File: src/rtl/coax_framed_rx_buffer.sv
// Frame-aware receive buffer: words become readable only once their frame commits;
// broken frames roll back. Optional `COAX_FRAMED_RX_BUFFER_STATS_EN adds a dropped-frame counter.
module coax_framed_rx_buffer #(
    parameter int DATA_WIDTH        = 10,
    parameter int DEPTH             = 16,
    parameter int ALMOST_FULL_LEVEL = 12,
    parameter int DISCARD_ON_ERROR  = 1
) (
    input  logic                         clk,
    input  logic                         reset,
    input  logic                         rx_active,
    input  logic                         rx_strobe,
    input  logic [DATA_WIDTH-1:0]        rx_data,
    input  logic                         rx_error,
    input  logic                         read_strobe,
    output logic [DATA_WIDTH-1:0]        data,
    output logic                         last,
    output logic                         empty,
    output logic                         full,
    output logic                         almost_full,
    output logic [$clog2(DEPTH):0]       level,
    output logic [$clog2(DEPTH):0]       frame_count,
    output logic                         error,
    output logic [1:0]                   error_code,
`ifdef COAX_FRAMED_RX_BUFFER_STATS_EN
    output logic [7:0]                   dropped_frames,
`endif
    output logic [1:0]                   state
);

    localparam int AW = $clog2(DEPTH);
    localparam int PW = AW + 1;

    localparam logic [1:0] ERROR_OVERFLOW = 2'b01;
    localparam logic [1:0] ERROR_RX       = 2'b10;

    typedef enum logic [1:0] {
        IDLE    = 2'd0,
        RECEIVE = 2'd1,
        DISCARD = 2'd2
    } state_t;

    state_t                state_r;
    logic [DATA_WIDTH-1:0] mem_data [DEPTH];
    logic                  mem_last [DEPTH];
    logic [PW-1:0]         wr_ptr, commit_ptr, rd_ptr, frame_count_r;
    logic                  error_r;
    logic [1:0]            error_code_r;

    logic [PW-1:0] occupancy, level_c, wr_next, wr_prev;
    logic          in_rx, ovf, err_ev, wr_en, commit, commit_frame, rollback;
    logic          pop, ack, pop_last;

    assign occupancy = wr_ptr - rd_ptr;
    assign level_c   = commit_ptr - rd_ptr;
    assign wr_next   = wr_ptr + PW'(wr_en);
    assign wr_prev   = wr_ptr - PW'(1);

    assign in_rx  = (state_r == RECEIVE);
    assign ovf    = in_rx && rx_strobe && full;
    assign err_ev = in_rx && !ovf && rx_error;
    // With discard-on-error a strobe that coincides with the error belongs to the dropped frame.
    assign wr_en  = in_rx && rx_strobe && !full && !(err_ev && DISCARD_ON_ERROR != 0);
    assign commit = in_rx && !ovf && (err_ev ? (DISCARD_ON_ERROR == 0) : !rx_active);
    assign commit_frame = commit && (wr_en || (wr_ptr != commit_ptr));
    assign rollback     = ovf || (err_ev && DISCARD_ON_ERROR != 0);

    assign pop      = read_strobe && !error_r && !empty;
    assign ack      = read_strobe && error_r;
    assign pop_last = pop && mem_last[rd_ptr[AW-1:0]];

    assign full        = (occupancy == PW'(DEPTH));
    assign level       = level_c;
    assign empty       = (level_c == '0);
    assign almost_full = (level_c >= PW'(ALMOST_FULL_LEVEL));
    assign frame_count = frame_count_r;
    assign error       = error_r;
    assign error_code  = error_code_r;
    assign state       = state_r;
    assign last        = !empty && mem_last[rd_ptr[AW-1:0]];

    always_comb begin
        data = '0;
        if (error_r)
            data = {{(DATA_WIDTH-2){1'b0}}, error_code_r};
        else if (!empty)
            data = mem_data[rd_ptr[AW-1:0]];
    end

    always_ff @(posedge clk) begin
        if (wr_en) begin
            mem_data[wr_ptr[AW-1:0]] <= rx_data;
            mem_last[wr_ptr[AW-1:0]] <= commit;
        end else if (commit_frame) begin
            mem_last[wr_prev[AW-1:0]] <= 1'b1;
        end
    end

    always_ff @(posedge clk) begin
        if (reset) begin
            state_r       <= IDLE;
            wr_ptr        <= '0;
            commit_ptr    <= '0;
            rd_ptr        <= '0;
            frame_count_r <= '0;
            error_r       <= 1'b0;
            error_code_r  <= 2'b00;
        end else begin
            case (state_r)
                IDLE:    if (rx_active) state_r <= RECEIVE;
                RECEIVE: begin
                    if (ovf || err_ev)  state_r <= DISCARD;
                    else if (!rx_active) state_r <= IDLE;
                end
                DISCARD: if (!rx_active) state_r <= IDLE;
                default: state_r <= IDLE;
            endcase

            wr_ptr <= rollback ? commit_ptr : wr_next;
            if (commit_frame) commit_ptr <= wr_next;
            if (pop)          rd_ptr     <= rd_ptr + PW'(1);
            frame_count_r <= frame_count_r + PW'(commit_frame) - PW'(pop_last);

            // Acknowledge first so an error arriving in the same cycle is not lost.
            if (ack) begin
                error_r      <= 1'b0;
                error_code_r <= 2'b00;
            end
            if ((ovf || err_ev) && (!error_r || ack)) begin
                error_r      <= 1'b1;
                error_code_r <= ovf ? ERROR_OVERFLOW : ERROR_RX;
            end
        end
    end

`ifdef COAX_FRAMED_RX_BUFFER_STATS_EN
    always_ff @(posedge clk) begin
        if (reset)
            dropped_frames <= '0;
        else if (rollback && dropped_frames != 8'hFF)
            dropped_frames <= dropped_frames + 8'd1;
    end
`endif

endmodule

File: config.mk
export PLATFORM = sky130hd
export DESIGN_NAME = coax_framed_rx_buffer
export DESIGN_NICKNAME = d
export VERILOG_FILES = /design/src/rtl/coax_framed_rx_buffer.sv
export SDC_FILE = /design/constraint.sdc
export NUM_CORES = 1
export LEC_CHECK = 0
export BUFFER_PORTS_ARGS = -buffer_cell sky130_fd_sc_hd__buf_2
export CAP_MARGIN = 20
export CORE_AREA = 2 2 144 146
export DETAILED_ROUTE_END_ITERATION = 10
export DIE_AREA = 0 0 146 148
export HOLD_SLACK_MARGIN = 0.15
export SLEW_MARGIN = 20
export SYNTH_ARGS = -nofsm -noshare
export SYNTH_HDL_FRONTEND = slang
export SYNTH_SLANG_ARGS = --single-unit
File: constraint.sdc
create_clock -name clk -period 3.3 [get_ports clk]
set_clock_uncertainty 0.05 [all_clocks]
set_input_delay 0.165 -clock clk [delete_from_list [all_inputs] [get_ports clk]]
set_output_delay 0.165 -clock clk [all_outputs]
set_load 0.1 [all_outputs]
==> run summary, run 1 <==
OUTCOME
-------------------------------------------------------------------------------------------------
Result of the run .................................................................. finished, final reports clean

DETAILED ROUTING
-------------------------------------------------------------------------------------------------
Average detailed-routed wire length per instance ...................................      20.5 um
Vias per cell ......................................................................         5.32
Post-route ant nets ................................................................            0
Total detailed-routing wirelength ..................................................      18.8 mm
Via count ..........................................................................         4884
Post-route DRC .....................................................................            0
Detailed-routing iteration count for the pre-antenna-repair pass ...................            4
Initial DRC count ..................................................................          375

DIE
-------------------------------------------------------------------------------------------------
Core footprint .....................................................................    20000 um2
Die Area ...........................................................................    21600 um2
Chip height ........................................................................       148 um
FP Rows ............................................................................           52
Effective utilization at floorplan .................................................        44.5%
Die width ..........................................................................       146 um
I/O pin count ......................................................................           45

CTS
-------------------------------------------------------------------------------------------------
Cell chosen for the clock root .....................................................    clkbuf_16
Max Root-Sink Buffers ..............................................................            3
Inserted Clock Buffers .............................................................           23
H-tree levels ......................................................................            1
Clock-pin slew of the registers on the worst-case setup and hold paths .............        60 ps
Clock tree from TritonCTS ..........................................................        built
Insertion delay of the later-clocked pin in the worst-skew pair ....................       490 ps
Clk sinks ..........................................................................          205

YOSYS
-------------------------------------------------------------------------------------------------
Async SR Flop Fraction .............................................................           0%
Primary flip-flop cell chosen by synthesis mapping .................................     edfxtp_1
Mean cell area of the mapped netlist ...............................................     17.1 um2
Area share of the leading cell type in the synthesized netlist .....................        59.3%
Net Count, Synth ...................................................................          561
Number of distinct library cell variants in the gate-level netlist after synthesis .           55
Post-synth EDFFs ...................................................................          176
Cell count after synthesis .........................................................          522
Sequential fraction of the synthesis area ..........................................        65.8%
Flops & latches, synth .............................................................          205
Netlist area before placement ......................................................     8920 um2
YS warnings ........................................................................            0
Top cell type by total area after synthesis ........................................     edfxtp_1
Largest cells by area after synthesis .............................................. edfxtp_1 (59%), mux4_2 (14%), dfxtp_1 (6.5%)

POWER
-------------------------------------------------------------------------------------------------
P_int ..............................................................................      5870 uW
Leakage component of the power .....................................................   0.00379 uW
Peak VDD IR ........................................................................    0.00121 V
Combinational share of power .......................................................        40.4%
Clock network fraction of design power .............................................        28.2%
Sw power ...........................................................................      3480 uW
Power density relative to cell area ................................................   847 nW/um2
Sw frac ............................................................................        37.2%
Sequential share of power ..........................................................        31.4%

STA
-------------------------------------------------------------------------------------------------
Final-report max-slew violation count ..............................................            0
Actual transition at the worst max-transition pin ..................................      1030 ps
Period utilization .................................................................        99.4%
Total negative setup slack .........................................................         0 ps
Max Clock Freq .....................................................................      305 MHz
Final Hold Fails ...................................................................            0
Total setup violations reported at the end of the flow .............................            0
Unrepaired setup endpoints after global routing ....................................         true
Min cycle time layout ..............................................................      3280 ps
Worst max-slew margin expressed relative to the limit ..............................        31.1%

WORST SETUP PATH
-------------------------------------------------------------------------------------------------
Nature of the critical path endpoint ...............................................    flip-flop
Max FO, Critical Path ..............................................................            2
Critical path required time ........................................................      3620 ps
Data arrival time of the critical path .............................................      3600 ps
Crit path kind .....................................................................   reg -> reg
CP Launch Type .....................................................................    flip-flop

PLACEMENT
-------------------------------------------------------------------------------------------------
HPWL after detailed placement ......................................................      12.0 mm
Gp weighted congestion .............................................................        0.839
Number of I/O port buffers .........................................................           44
Placed cell area ...................................................................     9880 um2

CELLS AND AREA
-------------------------------------------------------------------------------------------------
Fraction of layout instances using a drive strength above 1 ........................        36.3%
Area added between synthesis and finish ............................................        23.8%
# diodes ...........................................................................            0
Final non-filler cell area .........................................................    11000 um2
Number of fill cells in the layout .................................................         1629
Nets ...............................................................................          671

GLOBAL ROUTE
-------------------------------------------------------------------------------------------------
Residual overflow from global routing ..............................................            0
Initial antenna violation count ....................................................            0
Largest net degree at the start of global routing ..................................           41
Wire length of the first global-routing pass .......................................      30.0 mm
Total GRT Usage ....................................................................        18.2%
Number of global-route vias before repair ..........................................         5249

WORST HOLD PATH
-------------------------------------------------------------------------------------------------
Worst min path class ...............................................................    in -> reg

RUN
-------------------------------------------------------------------------------------------------
Max Cap Violations .................................................................            0

## placed cells by master, fill, tap and decap left out, types with 6 or more instances in the layout
cell,count
a211oi_1,7
a21oi_1,10
and2_1,12
buf_12,10
buf_2,36
buf_4,39
clkbuf_16,23
dfxtp_1,25
dlygate4sd3_1,18
edfxtp_1,176
ha_1,16
inv_1,17
inv_2,6
mux2i_1,7
mux4_2,55
nand2_1,7
nand2b_1,7
nand3_1,6
nor2_1,44
nor2b_2,6
xnor2_1,7
xor2_1,9
## power groups by stage
stage	clock (uW)	combinational, uW	sequential (uW)
2_1_floorplan	0	2660	3170
6_report	2640	3780	2940
4_1_cts	2690	3650	2940
3_5_place_dp	0	3510	2990
5_1_grt	2800	3980	2950
3_3_place_gp	0	3470	2990
## worst max-delay path, stage by stage, from the launching register on
cell	delay [ps]
dfxtp_2	330
inv_2	50
ha_4	160
fa_2	550
clkinvlp_4	80
or3_4	340
nor3_4	190
nor2b_4	60
and2_4	160
ha_4	200
inv_2	60
ha_4	120
inv_2	30
fa_2	330
inv_2	50
a21o_1	110
a21oi_2	50
xnor2_1	150
nor2_1	60
## area by class of cell
cell class	instances	area, um2	share of cell area [%]
timing repair buffer	107	898	8.14
inverter	24	93.8	0.850
clock buffer	29	628	5.69
tap	270	338	3.06
sequential	205	5870	53.2
clock inverter	12	165	1.50
multi-input combinational	271	3040	27.6
## state kept, by name, summed over array words and instances (netlist names), named ones only
register	cells
mem_data	160
commit_ptr	5
rd_ptr	5
wr_ptr	5
error_code	2
mem_last	16
error	1
state	2
frame_count	5
## path summary, 6_finish.rpt
check / from / end / slack (ps) / depth (start not counted)
worst min-delay path: rx_strobe / error_code[1] / 180 / 5
worst max-delay path: commit_ptr[0] / frame_count[4] / 20 / 18
worst max register to register: commit_ptr[0] / frame_count[4] / 20 / 18
worst min register to register: error_code[1] / error_code[1] / 450 / 1
## cell families (layout without fill, tap and decap cells)
logic type / after synthesis / in the layout / synth area share [%]
AO/OA/AOI/OAI: 46 / 46 / 3.98
XOR/XNOR: 20 / 20 / 2.13
adder cells (fa/ha/maj): 23 / 23 / 3.40
buffers and inverters: 46 / 172 / 2.55
flip-flops: 205 / 205 / 65.8
multiplexers: 63 / 63 / 14.8
AND/OR/NAND/NOR: 119 / 119 / 7.37
## layer usage
layer  wire (um)  track usage, %
met5           0               0
met3         944            2.59
met4         399            5.15
met2       10000            33.4
met1        7480            22.5
## Yosys cell counts, types with 4 or more instances
library cell	number
edfxtp_1	176
mux4_2	55
nor2_1	46
dfxtp_1	29
inv_1	23
ha_1	21
and2_1	13
nor2b_1	13
a21oi_1	12
xnor2_1	9
xor2_1	9
a211oi_1	7
clkbuf_1	7
mux2i_1	7
nand2_1	7
nand2b_1	7
nand3_1	7
buf_6	6
and3_1	5
buf_2	5
a21o_1	4
nor4b_1	4
or3_1	4
## stage by stage
step	utilization, %	power (uW)	setup WS (ps)	hold slack (ps)	std cells
4_1_cts	54.5	9280	-10.9	165	915
2_1_floorplan	-	5830	-1610	214	522
5_1_grt	55.1	9740	-141	210	918
6_report	55.1	9350	21.4	177	918
3_5_place_dp	49.3	6500	-186	426	854
3_3_place_gp	49.3	6460	-131	406	854
## timing repair
item / CTS / global route
cloned: 0 / 0
setup endpoints to repair: 12 / 14
pin swaps: 5 / 7
resized for setup: 15 / 23
hold buffers: 19 / 0
endpoints found under the hold margin: 177 / 0
setup buffers: 1 / 4
Note: power is estimated with default switching activity, not from simulation.
==> inputs of run 2 (changes only) <==
- REMOVE_ABC_BUFFERS: unset -> 1
==> run 2 against run 1 <==
  * Final cell count rose by 0.65%
  * Clock-buffer cell count is 5 lower
  * Combinational power shrank 4%
  * Utilization decreased by 0.78 points
  * Maximum frequency decreased by 0.42%
  * First-iteration DRC count down 21%
  * Cell area is 1.4% lower
  * Via count rose by 0.74%
  * Sequential share of layout area up 0.81 points
  * Worst setup slack got worse by 14 ps
  * Register-to-register slack is essentially flat
  * Critical path type unchanged
  * Largest power group unchanged
  * Highest routed layer unchanged
==> run summary, run 2 (synthesis results as in run 1) <==
CTS
-------------------------------------------------------------------------------------
Inserted Clock Buffers .................................................           22   was 23
Cell chosen for the clock root .........................................    clkbuf_16   unchanged
H-tree levels ..........................................................            1   unchanged
Insertion delay of the later-clocked pin in the worst-skew pair ........       530 ps   was 490 ps
Clock-pin slew of the registers on the worst-case setup and hold paths .        70 ps   was 60 ps
Clk sinks ..............................................................          205   unchanged
Max Root-Sink Buffers ..................................................            3   unchanged
Clock tree from TritonCTS ..............................................        built   unchanged

OUTCOME
-------------------------------------------------------------------------------------
Result of the run ...................................................... finished, final reports clean   unchanged

GLOBAL ROUTE
-------------------------------------------------------------------------------------
Number of global-route vias before repair ..............................         5147   was 5249
Grt met2 use ...........................................................        30.3%   was 33.4%
GR Util met1 ...........................................................        24.2%   was 22.5%
Initial antenna violation count ........................................            0   unchanged
GRT busiest layer ......................................................         met2   unchanged
Residual overflow from global routing ..................................            0   unchanged
Total GRT Usage ........................................................        17.8%   was 18.2%
Wire length of the first global-routing pass ...........................      29.3 mm   was 30.0 mm
Largest net degree at the start of global routing ......................           41   unchanged
GRT met3 Usage .........................................................        2.72%   was 2.59%

CELLS AND AREA
-------------------------------------------------------------------------------------
# diodes ...............................................................            0   unchanged
Utilization of the core after routing ..................................        54.3%   was 55.1%
Most frequent cells in the layout ...................................... edfxtp_1 (176), mux4_2 (55), buf_4 (55)   was edfxtp_1 (176), mux4_2 (55), nor2_1 (44)
Area added between synthesis and finish ................................        22.0%   was 23.8%
Combined area of the multi-input logic cells ...........................     2940 um2   was 3040 um2
Number of fill cells in the layout .....................................         1615   was 1629
Flip-flop count of the largest register, all copies and words added ....          160   unchanged
Final instance count without filler cells ..............................          924   was 918
Commonest non-fill, non-tap cell in the layout .........................     edfxtp_1   unchanged
Nets ...................................................................          677   was 671
Sequential standard cell area ..........................................     5880 um2   was 5870 um2
Fraction of layout instances using a drive strength above 1 ............        36.4%   was 36.3%

DETAILED ROUTING
-------------------------------------------------------------------------------------
Total detailed-routing wirelength ......................................      19.0 mm   was 18.8 mm
Average detailed-routed wire length per instance .......................      20.5 um   about the same
Post-route DRC .........................................................            0   unchanged
Via count ..............................................................         4920   was 4884
Initial DRC count ......................................................          296   was 375
Detailed-routing iteration count for the pre-antenna-repair pass .......            4   unchanged
Vias per cell ..........................................................         5.32   about the same
Post-route ant nets ....................................................            0   unchanged

POWER
-------------------------------------------------------------------------------------
Sw frac ................................................................        38.2%   was 37.2%
Combinational share of power ...........................................        39.4%   was 40.4%
Power density relative to cell area ....................................   843 nW/um2   was 847 nW/um2
Peak VDD IR ............................................................    0.00139 V   was 0.00121 V
Sw power ...............................................................      3510 uW   was 3480 uW
Clock network fraction of design power .................................        28.6%   was 28.2%
Overall power ..........................................................      9170 uW   was 9350 uW
Leakage component of the power .........................................   0.00376 uW   was 0.00379 uW
P_int ..................................................................      5660 uW   was 5870 uW
Sequential share of power ..............................................        31.9%   was 31.4%

STA
-------------------------------------------------------------------------------------
Min cycle time layout ..................................................      3290 ps   was 3280 ps
Max Clock Freq .........................................................      304 MHz   was 305 MHz
Final-report max-slew violation count ..................................            0   unchanged
Period utilization .....................................................        99.8%   was 99.4%
Final Hold Fails .......................................................            0   unchanged
Unrepaired setup endpoints after global routing ........................         true   unchanged
Worst max-slew margin expressed relative to the limit ..................        49.5%   was 31.1%
Actual transition at the worst max-transition pin ......................       758 ps   was 1030 ps
Total setup violations reported at the end of the flow .................            0   unchanged

DIE
-------------------------------------------------------------------------------------
Effective utilization at floorplan .....................................        44.5%   unchanged
FP Rows ................................................................           52   unchanged
Core footprint .........................................................    20000 um2   unchanged
I/O pin count ..........................................................           45   unchanged
Chip height ............................................................       148 um   unchanged
Die width ..............................................................       146 um   unchanged
Die Area ...............................................................    21600 um2   unchanged

WORST SETUP PATH
-------------------------------------------------------------------------------------
CP Launch Type .........................................................    flip-flop   unchanged
Crit path cell chain ................................................... mux4_2 -> mux4_2 -> nor2b_2 -> and2_1 -> ha_1 -> inv_1 -> ha_2 -> inv_2 -> fa_2 -> inv_1 -> a21o_1 -> a21oi_2 -> xnor2_1 -> nor2_1   was inv_2 -> ha_4 -> fa_2 -> clkinvlp_4 -> or3_4 -> nor3_4 -> nor2b_4 -> and2_4 -> ha_4 -> inv_2 -> ha_4 -> inv_2 -> fa_2 -> inv_2 -> a21o_1 -> a21oi_2 -> xnor2_1 -> nor2_1
Critical path required time ............................................      3630 ps   was 3620 ps
Data arrival time of the critical path .................................      3620 ps   was 3600 ps
Worst Reg2Reg Path Length in Cells .....................................           14   was 18
Levels on crit path ....................................................           14   was 18
Reg-to-reg setup timing slack ..........................................         7 ps   was 20 ps
R2R Path End ........................................................... frame_count[4]   unchanged
Crit path kind .........................................................   reg -> reg   unchanged
Critical path's top delay family ....................................... multiplexers   was adder cells
CP max stage delay .....................................................       540 ps   was 550 ps
Max FO, Critical Path ..................................................            5   was 2
Cell type of the slowest stage on the worst timing path ................       mux4_2   was fa_2
Worst Path Buf+Inv .....................................................            3   was 5
Nature of the critical path endpoint ...................................    flip-flop   unchanged

WORST HOLD PATH
-------------------------------------------------------------------------------------
Hold path startpoint ...................................................    rx_strobe   unchanged
Cell count of the worst hold path ......................................            5   unchanged
Worst min path class ...................................................    in -> reg   unchanged
Destination of the worst hold path ..................................... error_code[1]   unchanged

PLACEMENT
-------------------------------------------------------------------------------------
HPWL after detailed placement ..........................................      12.2 mm   was 12.0 mm
Number of I/O port buffers .............................................           44   unchanged
Gp weighted congestion .................................................        0.821   was 0.839
Placed cell count ......................................................          862   was 854

RUN
-------------------------------------------------------------------------------------
Max Cap Violations .....................................................            0   unchanged

-- run 2: tightest hold or removal path, delay by kind of cell --
kind	cells	cell delay [ps]
AOI/OAI and AO/OA	2	170
buffers and inverters	3	380
-- run 2: how the worst max path moves through the flow --
stage / slack [ps] / from / endpoint
final: 7 / flip-flop / frame_count[4]
after detailed placement: -160 / commit_ptr[0] / frame_count[4]
after CTS: 5 / flip-flop / data[1]
after global placement: -130 / commit_ptr[0] / frame_count[4]
after global routing: -130 / commit_ptr[0] / frame_count[4]
after floorplan: -3510 / rd_ptr[1] / frame_count[4]
-- run 2: timing repair --
item / in CTS / in global routing
hold endpoints to repair: 182 / 0
pin swaps: 4 / 3
setup endpoints to repair: 11 / 13
cloned: 0 / 0
resized for setup: 20 / 27
buffers inserted: 4 / 3
hold buffers: 15 / 0
-- run 2: cell type report --
type                    count  area share, %
well taps                 270           3.10
clock inverters            16           2.04
flip-flops and latches    205           54.0
clock buffers              24           5.22
multi-input cells         271           27.0
repair buffers            114           7.81
inverters                  24          0.828
-- run 2: power by group through the flow --
stage,sequential (uW),combinational [uW],clock (uW)
floorplan,3310,2260,0
global placement,2980,3300,0
detailed placement,2980,3320,0
CTS,2930,3490,2680
global route,2940,3800,2770
finish,2930,3620,2630
-- run 2: metrics by stage --
| stage | instance area (um2) | worst slack (ps) | hold slack (ps) | setup TNS (ps) |
|---|---|---|---|---|
| 2_1_floorplan | 8780 | -3510 | 182 | -122630 |
| 4_1_cts | 10800 | 4.52 | 156 | 0 |
| 5_1_grt | 10900 | -130 | 208 | -348 |
| 6_report | 10900 | 7.45 | 167 | 0 |
| 3_5_place_dp | 9730 | -165 | 421 | -165 |
| 3_3_place_gp | 9730 | -134 | 409 | -134 |
-- run 2: metal layers --
metal | vias up | wire length [um] | share of wire (%)
li1 | 2258 | - | -
met1 | 2500 | 8150 | 43
met2 | 123 | 9460 | 50
met3 | 39 | 913 | 4.8
met4 | 0 | 443 | 2.3
met5 | - | 0 | 0
